File: src/rtl/home_inventory_wb_master.sv
// home_inventory_wb_master: single-outstanding Wishbone classic initiator.
// Turns one valid/ready command into one Wishbone cycle and returns the
// read data (or a timeout error) on a valid/ready response stream.
// Optional feature macro: HOME_INVENTORY_WBM_TIMEOUT_EN. When it is defined,
// a cycle counter aborts a BUS cycle that sees no ack for TIMEOUT_CYCLES
// cycles. When it is undefined, BUS waits for ack indefinitely and rsp_err
// is always 0.
module home_inventory_wb_master #(
    parameter int unsigned TIMEOUT_CYCLES = 16,
    parameter int unsigned TO_W           = 16,
    parameter logic [31:0] ERR_DATA       = 32'hDEAD_BEEF
) (
    input  logic        wb_clk_i,
    input  logic        wb_rst_i,
    input  logic        cmd_valid,
    output logic        cmd_ready,
    input  logic        cmd_we,
    input  logic [31:0] cmd_adr,
    input  logic [31:0] cmd_dat,
    input  logic [3:0]  cmd_sel,
    output logic        rsp_valid,
    input  logic        rsp_ready,
    output logic [31:0] rsp_dat,
    output logic        rsp_err,
    output logic        wbm_cyc_o,
    output logic        wbm_stb_o,
    output logic        wbm_we_o,
    output logic [3:0]  wbm_sel_o,
    output logic [31:0] wbm_adr_o,
    output logic [31:0] wbm_dat_o,
    input  logic [31:0] wbm_dat_i,
    input  logic        wbm_ack_i,
    output logic        busy
);

    typedef enum logic [1:0] {
        IDLE = 2'd0,
        BUS  = 2'd1,
        RESP = 2'd2
    } state_t;

    state_t      state_reg, state_next;
    logic        cyc_reg, cyc_next;
    logic        we_reg, we_next;
    logic [3:0]  sel_reg, sel_next;
    logic [31:0] adr_reg, adr_next;
    logic [31:0] dat_reg, dat_next;
    logic        rsp_valid_reg, rsp_valid_next;
    logic [31:0] rsp_dat_reg, rsp_dat_next;
    logic        rsp_err_reg, rsp_err_next;

`ifdef HOME_INVENTORY_WBM_TIMEOUT_EN
    logic [TO_W-1:0] cnt_reg, cnt_next;
    logic            timeout;

    // Abort once the last allowed BUS cycle has passed without ack.
    assign timeout = (cnt_reg == TO_W'(TIMEOUT_CYCLES - 1));

    // Counter clears when a command is accepted and counts every BUS cycle.
    always_comb begin
        cnt_next = cnt_reg;
        if (state_reg == IDLE && cmd_valid) begin
            cnt_next = '0;
        end else if (state_reg == BUS) begin
            cnt_next = cnt_reg + 1'b1;
        end
    end

    // Timeout counter register.
    always_ff @(posedge wb_clk_i or posedge wb_rst_i) begin
        if (wb_rst_i) begin
            cnt_reg <= '0;
        end else begin
            cnt_reg <= cnt_next;
        end
    end
`endif

    // Next-state and next-output logic; every register holds by default.
    always_comb begin
        state_next     = state_reg;
        cyc_next       = cyc_reg;
        we_next        = we_reg;
        sel_next       = sel_reg;
        adr_next       = adr_reg;
        dat_next       = dat_reg;
        rsp_valid_next = rsp_valid_reg;
        rsp_dat_next   = rsp_dat_reg;
        rsp_err_next   = rsp_err_reg;
        case (state_reg)
            IDLE: begin
                if (cmd_valid) begin
                    we_next    = cmd_we;
                    sel_next   = cmd_sel;
                    dat_next   = cmd_dat;
                    // Slave decodes word addresses only.
                    adr_next   = cmd_adr & 32'hFFFF_FFFC;
                    cyc_next   = 1'b1;
                    state_next = BUS;
                end
            end
            BUS: begin
                // Ack has priority over a coincident timeout.
                if (wbm_ack_i) begin
                    cyc_next       = 1'b0;
                    rsp_dat_next   = we_reg ? 32'h0 : wbm_dat_i;
                    rsp_err_next   = 1'b0;
                    rsp_valid_next = 1'b1;
                    state_next     = RESP;
                end
`ifdef HOME_INVENTORY_WBM_TIMEOUT_EN
                else if (timeout) begin
                    cyc_next       = 1'b0;
                    rsp_dat_next   = ERR_DATA;
                    rsp_err_next   = 1'b1;
                    rsp_valid_next = 1'b1;
                    state_next     = RESP;
                end
`endif
            end
            RESP: begin
                if (rsp_ready) begin
                    rsp_valid_next = 1'b0;
                    state_next     = IDLE;
                end
            end
            default: begin
                state_next = IDLE;
            end
        endcase
    end

    // State and registered bus/response outputs; reset drops the cycle at once.
    always_ff @(posedge wb_clk_i or posedge wb_rst_i) begin
        if (wb_rst_i) begin
            state_reg     <= IDLE;
            cyc_reg       <= 1'b0;
            we_reg        <= 1'b0;
            sel_reg       <= 4'h0;
            adr_reg       <= 32'h0;
            dat_reg       <= 32'h0;
            rsp_valid_reg <= 1'b0;
            rsp_dat_reg   <= 32'h0;
            rsp_err_reg   <= 1'b0;
        end else begin
            state_reg     <= state_next;
            cyc_reg       <= cyc_next;
            we_reg        <= we_next;
            sel_reg       <= sel_next;
            adr_reg       <= adr_next;
            dat_reg       <= dat_next;
            rsp_valid_reg <= rsp_valid_next;
            rsp_dat_reg   <= rsp_dat_next;
            rsp_err_reg   <= rsp_err_next;
        end
    end

    assign cmd_ready = (state_reg == IDLE);
    assign busy      = (state_reg != IDLE);
    assign wbm_cyc_o = cyc_reg;
    assign wbm_stb_o = cyc_reg;
    assign wbm_we_o  = we_reg;
    assign wbm_sel_o = sel_reg;
    assign wbm_adr_o = adr_reg;
    assign wbm_dat_o = dat_reg;
    assign rsp_valid = rsp_valid_reg;
    assign rsp_dat   = rsp_dat_reg;
    assign rsp_err   = rsp_err_reg;

endmodule

File: config.mk
export PLATFORM = sky130hd
export DESIGN_NAME = home_inventory_wb_master
export DESIGN_NICKNAME = d
export VERILOG_FILES = /design/src/rtl/home_inventory_wb_master.sv
export SDC_FILE = /design/constraint.sdc
export NUM_CORES = 1
export LEC_CHECK = 0
export CAP_MARGIN = 25
export CELL_PAD_IN_SITES_DETAIL_PLACEMENT = 0
export CELL_PAD_IN_SITES_GLOBAL_PLACEMENT = 1
export CORE_UTILIZATION = 30
export CTS_BUF_LIST = sky130_fd_sc_hd__clkbuf_4 sky130_fd_sc_hd__clkbuf_8 sky130_fd_sc_hd__clkbuf_16
export CTS_CLUSTER_SIZE = 14
export DETAILED_ROUTE_END_ITERATION = 12
export PLACE_DENSITY_LB_ADDON = 0.1
export SYNTH_ARGS = -nofsm -noshare
export SYNTH_HDL_FRONTEND = slang
export SYNTH_SLANG_ARGS = --single-unit
File: constraint.sdc
create_clock -name wb_clk_i -period 5.2 [get_ports wb_clk_i]
set_clock_uncertainty 0.15 [all_clocks]
set_input_delay 1.3 -clock wb_clk_i [delete_from_list [all_inputs] [get_ports wb_clk_i]]
set_output_delay 1.3 -clock wb_clk_i [all_outputs]
set_load 0.02 [all_outputs]
==> key figures, run 1 <==
Yosys
  • Adder-cell area share of the yosys netlist: 0%
  • Synthesized area: about 4200 um^2
  • Register bit count reported by yosys: 103
  • XOR/XNOR Fraction of Synth Area: 0%
  • Main combinational cell family by area after synthesis: multiplexers
  • Mux cell area share after synthesis: 21.0%
  • Post-synthesis sequential area ratio: between 60% and 70%
  • Post-Synth Simple-Gate Area: under 10%
  • Post-Syn Area per Cell: between 10 and 15 um^2
  • Complex-gate fraction of the synthesized area: ~4.6%
  • Unique masters post-synth: 21
  • Syn Inst Count: around 310
  • YS warnings: 0

GRT
  • Initial antenna violation count: 0
  • GRT Total Usage: 14.9%
  • Pin count of the biggest net entering global routing: 68
  • Grt ovf: 0
  • Number of global-route vias before repair: 3008
  • First-pass GRT wire length: ~16000 um

Setup path
  • Crit path required time: approximately 3.8 ns
  • Worst setup path end: wbm_we_o
  • Critical-path cell with the highest stage delay: dfrtp_1
  • Crit-path cells: clkdlybuf4s50_1
  • R2R Path End: wbm_dat_o[28]
  • CP top delay family: flip-flops
  • Setup CP Type: reg -> out
  • CP startpoint kind: register
  • Crit end category: output pin
  • Buffers & Inverters on Critical Path: 1
  • Max incr delay on CP: 0.90 ns
  • Crit Path Max Fanout: 34
  • R2r worst-path depth: 4
  • Critical path depth: 1
  • Data arrival, critical path: around 2.0 ns
  • CP startpoint: wbm_we_o
  • R2r setup slk: ~3.2 ns
  • FF-to-FF Start: state_reg[0]

Timing
  • Final Max Tran Viols: 0
  • RSZ-0062 raised after global routing: no
  • Fmax achieved: roughly 0.29 GHz
  • Final worst-path cycle share: 66.3%
  • Final Critical Period: 3.45 ns
  • Worst slew margin: between 40% and 50%
  • Final hold violations: 0
  • Final setup violation count: 0
  • Setup TNS: 0 ns
  • Slew of the pin with the lowest slew margin: about 0.85 ns

Route
  • Drt drc: 0
  • Via Count: 2931
  • Drt via density: 4.25
  • WL/cell: about 15 um
  • Post-Route WL: between 10000 and 15000 um
  • Post-route ant nets: 0
  • First-pass detailed-route iteration total: 3
  • Initial DRC Count: 65

CTS
  • TritonCTS clock tree: yes
  • Hold_buf cts: 0
  • Skew-Pair Late Insertion Delay: 0.34 ns
  • Cts bufs inserted: 9
  • Clk sink count: 103
  • Post-CTS Setup Repair Bufs: 0
  • Cts repair resizes: 0
  • Worst-path clk slew: around 0.070 ns
  • Root buffer cell: clkbuf_16
  • Bufs on Longest Clock Path: 2
  • H-tree levels: 3

Worst hold path
  • HP Class: reg -> reg

Placement
  • DP HPWL: about 7200 um
  • PortBufs: around 210
  • GPL Wtd Cong: 0.689

Finish
  • Filler cell count: between 1000 and 1500
  • Layout cell share with drive strength beyond 1: 17.5%
  • Most common cell after layout, fill and taps aside: clkdlybuf4s50_1
  • Ant. Diodes: 0
  • Most frequent cells in the layout: clkdlybuf4s50_1 (207), dfrtp_1 (103), mux2_2 (37)
  • Layout area overhead: 59.0%
  • Fin nets: just over 600

Floorplanning
  • Site Rows: 42
  • Die H: about 120 um
  • I/O pin total: approximately 210
  • Initial Util: between 30% and 40%
  • Die Area: 14400 um^2
  • Core area: around 13000 um^2
  • Die width: between 100 and 150 um

Power
  • Int Power: between 2 and 3 mW
  • Clock group share of total power: approximately 16%
  • Sw Share: a little over a third
  • Leak pwr: approximately 2.8 nW
  • Tot Pwr: 4.02 mW
  • Psw: roughly 1.4 mW
  • Comb power frac: 49.4%
  • Seq pwr share: 34.9%
  • Pwr dens: 604 nW/um^2
  • Max IR drop VDD: 0.304 mV

Run
  • Maxcap violations: 0

Outcome
  • Status: finished, final reports clean
## how the worst min path moves through the flow
| stage | cells past startpoint | end | slack (ns) | startpoint |
|---|---|---|---|---|
| after floorplan | 1 | state_reg[0] | 0.34 | state_reg[1] |
| after global placement | 2 | rsp_dat[13] | 0.31 | rsp_dat[13] |
| after detailed placement | 2 | rsp_dat[13] | 0.32 | rsp_dat[13] |
| after CTS | 2 | rsp_dat[13] | 0.34 | rsp_dat[13] |
| after global routing | 2 | rsp_dat[21] | 0.36 | rsp_dat[21] |
| final | 2 | rsp_dat[19] | 0.33 | rsp_dat[19] |
## cells by family (layout without fill, tap and decap cells)
group,after synthesis,after routing
other cells,1,3
mux,68,68
buf+inv,26,231
simple gates,70,70
compound gates,38,38
flops,103,103
## synth_stat cells (all sizes together)
library cell  number  share of area, %
dfrtp            103                62
mux2              67                21
o21ai             34               4.1
nand2             33               3.0
nand2b            32               4.8
buf               13               3.1
clkbuf             9              0.81
inv                4              0.36
a21oi              3              0.36
nor2               3              0.33
and2               1              0.21
conb               1             0.090
mux2i              1              0.24
nand3b             1              0.18
o31ai              1              0.18
## metal layers
layer  global-route usage [%]  share of wire [%]  vias to the layer above
met5                        0                  0                        -
met4                     4.22               0.94                        0
met3                     7.03                9.8                        6
li1                         -                  -                     1419
met1                     17.8                 42                     1383
met2                     23.7                 47                      123
## stage by stage
step                hold WS (ns)  instances  utilization [%]  instance area [um^2]  setup WS [ns]
floorplan                  0.339        308                -                  4190           1.05
global placement           0.311        672             47.3                  6340           1.79
detailed placement         0.320        672             47.3                  6340           1.74
CTS                        0.336        688             49.4                  6630           1.62
global route               0.360        689             49.6                  6650           1.54
finish                     0.330        689             49.6                  6650           1.75
## power groups by stage
stage	logic, mW	registers [mW]	clock network (mW)
2_1_floorplan	0.589	1.86	0
3_3_place_gp	1.99	1.41	0
3_5_place_dp	2.00	1.43	0
4_1_cts	2.01	1.41	0.659
5_1_grt	2.11	1.47	0.701
6_report	1.99	1.40	0.628
## cell type report
type | instances | area [um^2] | area share [%]
clock buffer | 10 | 233 | 3.50
clock inverter | 6 | 47.5 | 0.715
inverter | 4 | 17.5 | 0.263
multi-input combinational | 179 | 1440 | 21.6
sequential | 103 | 2580 | 38.7
tap | 176 | 220 | 3.31
timing repair buffer | 211 | 2120 | 31.9
Power figures use the tool's default switching activity.
==> run 2, diff against run 1 <==
==> constraint.sdc (replaced) <==
create_clock -name wb_clk_i -period 3.5 [get_ports wb_clk_i]
set_clock_uncertainty 0.15 [all_clocks]
set_input_delay 0.875 -clock wb_clk_i [delete_from_list [all_inputs] [get_ports wb_clk_i]]
set_output_delay 0.875 -clock wb_clk_i [all_outputs]
set_load 0.02 [all_outputs]
==> run 2 against run 1 <==
  * Largest cell class unchanged
  * Critical path depth grew 1
  * Combinational power up 51%
  * Critical path type unchanged
  * Routed wire length is 1.3% lower
  * Worst setup slack worse by 0.90 ns
  * Clock-buffer cell count is the same
  * Highest routed layer unchanged
  * Total power increased by 56%
  * Global-route usage shrank 0.14 points
  * Sequential power rose by 46%
==> key figures, run 2 (synthesis results as in run 1) <==
Outcome
  • Status: finished, final reports clean

Power
  • Pwr dens: 925 nW/um^2 (+53%)
  • Tot Pwr: 6.27 mW (+56%)
  • Leak pwr: 2.85 nW (+2.3%)
  • Max IR drop VDD: 0.512 mV (+68%)

Floorplanning
  • Initial Util: 31.2% (unchanged)
  • Die width: 120 um (unchanged)
  • Site Rows: 42 (unchanged)
  • Die H: 120 um (unchanged)
  • Core area: 13400 um^2 (unchanged)
  • I/O pin total: 213 (unchanged)
  • Die Area: 14400 um^2 (unchanged)

Timing
  • RSZ-0062 raised after global routing: no
  • Hold slack: 0.330 ns (+0.000460 ns)
  • Fmax achieved: between 0.3 and 0.4 GHz
  • Final worst-path cycle share: between 70% and 80%
  • Worst slew margin: 61.0% (+18 points)
  • Final Max Tran Viols: 0 (unchanged)
  • Slew of the pin with the lowest slew margin: 0.585 ns (-0.269 ns)
  • Setup TNS: 0 ns (unchanged)
  • Final Critical Period: ~2.6 ns
  • Final hold violations: 0 (unchanged)
  • Final setup violation count: 0 (unchanged)

Setup path
  • Critical-path cell with the highest stage delay: clkdlybuf4s50_1
  • Crit path required time: 2.47 ns (-1.28 ns)
  • Setup CP Type: reg -> out
  • Crit end category: output pin
  • CP startpoint kind: register
  • Crit-path cells: nor2_2 > clkdlybuf4s50_1
  • CP top delay family: buffers and inverters
  • Max incr delay on CP: 0.63 ns (-0.27 ns)
  • Buffers & Inverters on Critical Path: 1 (unchanged)
  • Crit Path Max Fanout: 6 (-82%)
  • Data arrival, critical path: 1.62 ns (-0.38 ns)

Finish
  • Ant. Diodes: 0 (unchanged)
  • Layout cell share with drive strength beyond 1: 17.7% (+0.16 points)
  • Fin nets: 615 (+0.16%)
  • Layout area overhead: 61.9%
  • Most frequent cells in the layout: clkdlybuf4s50_1 (207), dfrtp_1 (103), mux2_2 (37)
  • Most common cell after layout, fill and taps aside: clkdlybuf4s50_1
  • Final Instance Area: 6780 um^2 (+1.9%)

Placement
  • Placed cell areas: 6410 um^2 (+1.0%)
  • GPL Wtd Cong: 0.693 (+0.64%)
  • DP HPWL: 7120 um (-1.3%)
  • PortBufs: 207 (unchanged)

CTS
  • TritonCTS clock tree: yes
  • H-tree levels: 3 (unchanged)
  • Post-CTS Setup Repair Bufs: 0 (unchanged)
  • Hold_buf cts: 0 (unchanged)
  • Worst-path clk slew: 0.07 ns (about the same)
  • Clk sink count: 103 (unchanged)
  • Bufs on Longest Clock Path: 2 (unchanged)
  • Skew-Pair Late Insertion Delay: 0.35 ns (about the same)
  • Cts repair resizes: 0 (unchanged)
  • Root buffer cell: clkbuf_16
  • Cts bufs inserted: 9 (unchanged)

GRT
  • First-pass GRT wire length: 16000 um (-1.1%)
  • Pin count of the biggest net entering global routing: 104 (+53%)
  • Number of global-route vias before repair: 2963 (-1.5%)
  • Initial antenna violation count: 0 (unchanged)
  • GRT Total Usage: 14.8% (-0.14 points)
  • Grt ovf: 0 (unchanged)

Route
  • Initial DRC Count: 79 (+22%)
  • First-pass detailed-route iteration total: 4 (+1)
  • Via Count: 2926 (-0.17%)
  • WL/cell: 14.6 um (-1.5%)
  • Drt drc: 0 (unchanged)
  • Post-Route WL: 10100 um (-1.3%)
  • Post-route ant nets: 0 (unchanged)
  • Drt via density: 4.24 (-0.32%)

Run
  • Maxcap violations: 0 (unchanged)

Worst hold path
  • HP Class: reg -> reg
[run 2: cell count changes in the layout (fill, tap and decap cells not counted), sizes merged]
cell      delta
clkinvlp     -2
clkinv       -1
bufinv       +4
buf          +1
inv          -1
[run 2: worst min-delay path, stage by stage, from the launching register on]
cell     delay (ns)
dfrtp_1        0.34
nand2_1        0.05
o21ai_0        0.06
[run 2: layer usage]
metal  vias to the layer above  part of all wire, %  global-route usage [%]
li1                       1417                    -                       -
met1                      1373                   43                    18.2
met2                       126                   45                    22.3
met3                        10                   11                    7.46
met4                         0                  1.2                    4.69
met5                         -                    0                       0
[run 2: final timing paths]
kind,startpoint,to,slack (ns),cells after the start
max,state_reg[0],cmd_ready,0.85,2
min,rsp_dat[28],rsp_dat[28],0.33,2
max reg2reg,state_reg[0],wbm_adr_o[8],1.60,4
min reg2reg,rsp_dat[28],rsp_dat[28],0.33,2
max in group asynchronous,wb_rst_i,rsp_dat[2],1.85,3
min in group asynchronous,wb_rst_i,wbm_dat_o[9],0.86,3
[run 2: final cells by class]
type | instances | area (um^2)
clock buffer | 10 | 233
sequential | 103 | 2580
fill | 1189 | 6620
multi-input combinational | 179 | 1440
clock inverter | 6 | 133
timing repair buffer | 212 | 2160
tap | 176 | 220
inverter | 4 | 18.8
[run 2: power by group]
part / total (mW) / switching [mW] / internal, mW
registers: 2.04 / 0.287 / 1.75
clock network: 1.22 / 0.439 / 0.778
logic: 3.01 / 1.39 / 1.62
total: 6.27 / 2.11 / 4.15
[run 2: per-stage QoR]
stage | util (%) | setup WS, ns | instances
3_3_place_gp | 47.8 | 0.869 | 674
3_5_place_dp | 47.8 | 0.860 | 674
5_1_grt | 50.6 | 0.762 | 690
6_report | 50.6 | 0.851 | 690
4_1_cts | 50.6 | 0.814 | 690
2_1_floorplan | - | 1.24 | 308
==> run 3, diff against run 2 <==
--- a/config.mk
+++ b/config.mk
@@ -8,7 +8,7 @@
 export CAP_MARGIN = 25
 export CELL_PAD_IN_SITES_DETAIL_PLACEMENT = 0
 export CELL_PAD_IN_SITES_GLOBAL_PLACEMENT = 1
-export CORE_UTILIZATION = 30
+export CORE_UTILIZATION = 27
 export CTS_BUF_LIST = sky130_fd_sc_hd__clkbuf_4 sky130_fd_sc_hd__clkbuf_8 sky130_fd_sc_hd__clkbuf_16
 export CTS_CLUSTER_SIZE = 14
 export DETAILED_ROUTE_END_ITERATION = 12
==> constraint.sdc (replaced) <==
create_clock -name wb_clk_i -period 2.25 [get_ports wb_clk_i]
set_clock_uncertainty 0.15 [all_clocks]
set_input_delay 0.5625 -clock wb_clk_i [delete_from_list [all_inputs] [get_ports wb_clk_i]]
set_output_delay 0.5625 -clock wb_clk_i [all_outputs]
set_load 0.02 [all_outputs]
==> run 3 against run 2 <==
  * First-iteration DRC count increased by 16%
  * Critical path type unchanged
  * Sequential share of layout area increased by 0.18 points
  * Global-route usage is 1.0 points lower
  * Non-clock buffer count rose by 3
  * Critical path depth is 1 lower
  * Sequential cell count unchanged
  * Critical endpoint is now wbm_cyc_o
  * Core utilization down 6.0 points
  * Via count is 2.1% higher
  * Worst setup slack worse by 0.70 ns
==> key figures, run 3 (synthesis results as in run 1) <==
Timing
  • Fmax achieved: between 0.4 and 0.5 GHz
  • RSZ-0062 raised after global routing: no
  • Final Critical Period: 2.10 ns
  • Setup TNS: 0 ns (unchanged)
  • Final worst-path cycle share: between 90 and 100%
  • Final Max Tran Viols: 0 (unchanged)
  • Final hold violations: 0 (unchanged)
  • Final setup violation count: 0 (unchanged)

Finish
  • Register area: 2580 um^2 (unchanged)
  • Fin nets: 618 (+0.49%)
  • Ant. Diodes: 0 (unchanged)
  • Most frequent cells in the layout: clkdlybuf4s50_1 (205), dfrtp_1 (103), mux2_2 (37)
  • Layout cell share with drive strength beyond 1: 18.0% (+0.32 points)
  • Filler cell count: 1415 (+19%)
  • Most common cell after layout, fill and taps aside: clkdlybuf4s50_1
  • Layout area overhead: 61.1%
  • Multi-input logic area: 1440 um^2 (unchanged)
  • Final non-filler cell total: 704 (+2.0%)

Setup path
  • Max incr delay on CP: 0.63 ns (about the same)
  • CP startpoint kind: register
  • Critical-path cell with the highest stage delay: clkdlybuf4s50_1
  • Crit-path cells: clkdlybuf4s50_1
  • Crit path required time: 1.54 ns (-0.93 ns)
  • Data arrival, critical path: 1.39 ns (-0.23 ns)
  • Setup CP Type: reg -> out
  • Buffers & Inverters on Critical Path: 1 (unchanged)
  • Crit Path Max Fanout: 4 (-2)
  • CP top delay family: buffers and inverters
  • Crit end category: output pin
  • R2r setup slk: 0.53 ns (-1.07 ns)

Route
  • Drt via density: 4.24 (about the same)
  • Initial DRC Count: 92 (+16%)
  • First-pass detailed-route iteration total: 4 (unchanged)
  • Post-Route WL: 10300 um (+2.3%)
  • WL/cell: 14.6 um (+0.27%)
  • Drt drc: 0 (unchanged)
  • Post-route ant nets: 0 (unchanged)
  • Via Count: 2987 (+2.1%)

CTS
  • Bufs on Longest Clock Path: 2 (unchanged)
  • Clk sink count: 103 (unchanged)
  • Skew-Pair Late Insertion Delay: 0.35 ns (about the same)
  • Hold_buf cts: 0 (unchanged)
  • H-tree levels: 3 (unchanged)
  • Root buffer cell: clkbuf_16
  • Post-CTS Setup Repair Bufs: 0 (unchanged)
  • Worst-path clk slew: 0.07 ns (about the same)
  • Cts bufs inserted: 9 (unchanged)
  • TritonCTS clock tree: yes

GRT
  • GRT Total Usage: 13.7% (-1.0 points)
  • First-pass GRT wire length: 16700 um (+4.2%)
  • Pin count of the biggest net entering global routing: 66 (-37%)
  • Initial antenna violation count: 0 (unchanged)
  • Number of global-route vias before repair: 3088 (+4.2%)
  • Grt ovf: 0 (unchanged)

Floorplanning
  • Core area: 15100 um^2 (+13%)
  • Die Area: 16000 um^2 (+11%)
  • Die width: 127 um (+5.3%)
  • Die H: 127 um (+5.3%)
  • Initial Util: 27.6% (-3.6 points)
  • Site Rows: 45 (+7.1%)
  • I/O pin total: 213 (unchanged)

Power
  • Sw Share: 35.4% (+1.6 points)
  • Comb power frac: 50.4% (+2.4 points)
  • Seq pwr share: 33.9% (+1.3 points)
  • Max IR drop VDD: 0.591 mV (+15%)
  • Leak pwr: 2.83 nW (-0.69%)
  • Psw: 3.31 mW (+56%)
  • Int Power: 6.04 mW (+45%)
  • Clock group share of total power: 15.7% (-3.7 points)
  • Pwr dens: 1390 nW/um^2 (+50%)

Placement
  • Placed Instances: 689 (+2.2%)
  • PortBufs: 207 (unchanged)
  • GPL Wtd Cong: 0.687 (-0.92%)
  • DP HPWL: 7340 um (+3.1%)

Outcome
  • Status: finished, final reports clean

Worst hold path
  • HP Class: reg -> reg

Run
  • Maxcap violations: 0 (unchanged)
run 3: cell types whose count changed in the layout (fill, tap and decap cells not counted), sizes merged, moves of 2 or more:
cell           previous run  this run
bufinv                    4         0
buf                       5         8
dlygate4sd2               0         2
clkdlybuf4s50           207       205
run 3: power groups by stage:
stage | Combinational, mW | Sequential [mW] | Clock, mW
after floorplan | 1.36 | 4.30 | 0
after global placement | 4.76 | 3.18 | 0
after detailed placement | 4.77 | 3.21 | 0
after CTS | 4.78 | 3.19 | 1.54
after global routing | 5.02 | 3.31 | 1.61
final | 4.71 | 3.17 | 1.47
run 3: worst paths after layout:
kind / startpoint / endpoint / depth (start not counted)
max reg2reg: state_reg[1] / wbm_adr_o[23] / 4
min in group asynchronous: wb_rst_i / rsp_dat[21] / 3
max: wbm_cyc_o / wbm_cyc_o / 1
min reg2reg: rsp_dat[31] / rsp_dat[31] / 2
max in group asynchronous: wb_rst_i / wbm_sel_o[3] / 3
min: rsp_dat[31] / rsp_dat[31] / 2
run 3: routing by layer:
metal / share of wire [%] / GRT usage [%] / vias to the layer above / routed length (um)
met3: 9.3 / 5.78 / 11 / 961
met4: 1.6 / 5.53 / 0 / 168
met2: 45 / 20.9 / 133 / 4590
met1: 44 / 17.2 / 1422 / 4580
li1: - / - / 1421 / -
met5: 0 / 0 / - / 0
run 3: through the flow:
| step | cell area, um^2 | power, mW | utilization (%) | hold slack, ns | setup WS (ns) |
|---|---|---|---|---|---|
| global route | 6740 | 9.93 | 44.5 | 0.354 | 0.0903 |
| finish | 6740 | 9.34 | 44.5 | 0.327 | 0.148 |
| floorplan | 4200 | 5.66 | - | 0.339 | 0.306 |
| detailed placement | 6470 | 7.99 | 42.7 | 0.320 | 0.0414 |
| CTS | 6740 | 9.51 | 44.5 | 0.335 | 0.108 |
| global placement | 6470 | 7.95 | 42.7 | 0.312 | 0.0791 |
run 3: repair_timing:
item	4_1_cts	5_1_grt
endpoints found under the hold margin	0	0
endpoints found under the setup margin	2	0
resized for setup	2	0
run 3: final cells by class:
type	count	share of cell area [%]
Clock inverter	5	0.501
Timing Repair Buffer	215	32.7
Tap cell	188	3.49
Multi-Input combinational cell	179	21.3
Clock buffer	10	3.54
Sequential cell	103	38.2
Inverter	4	0.278
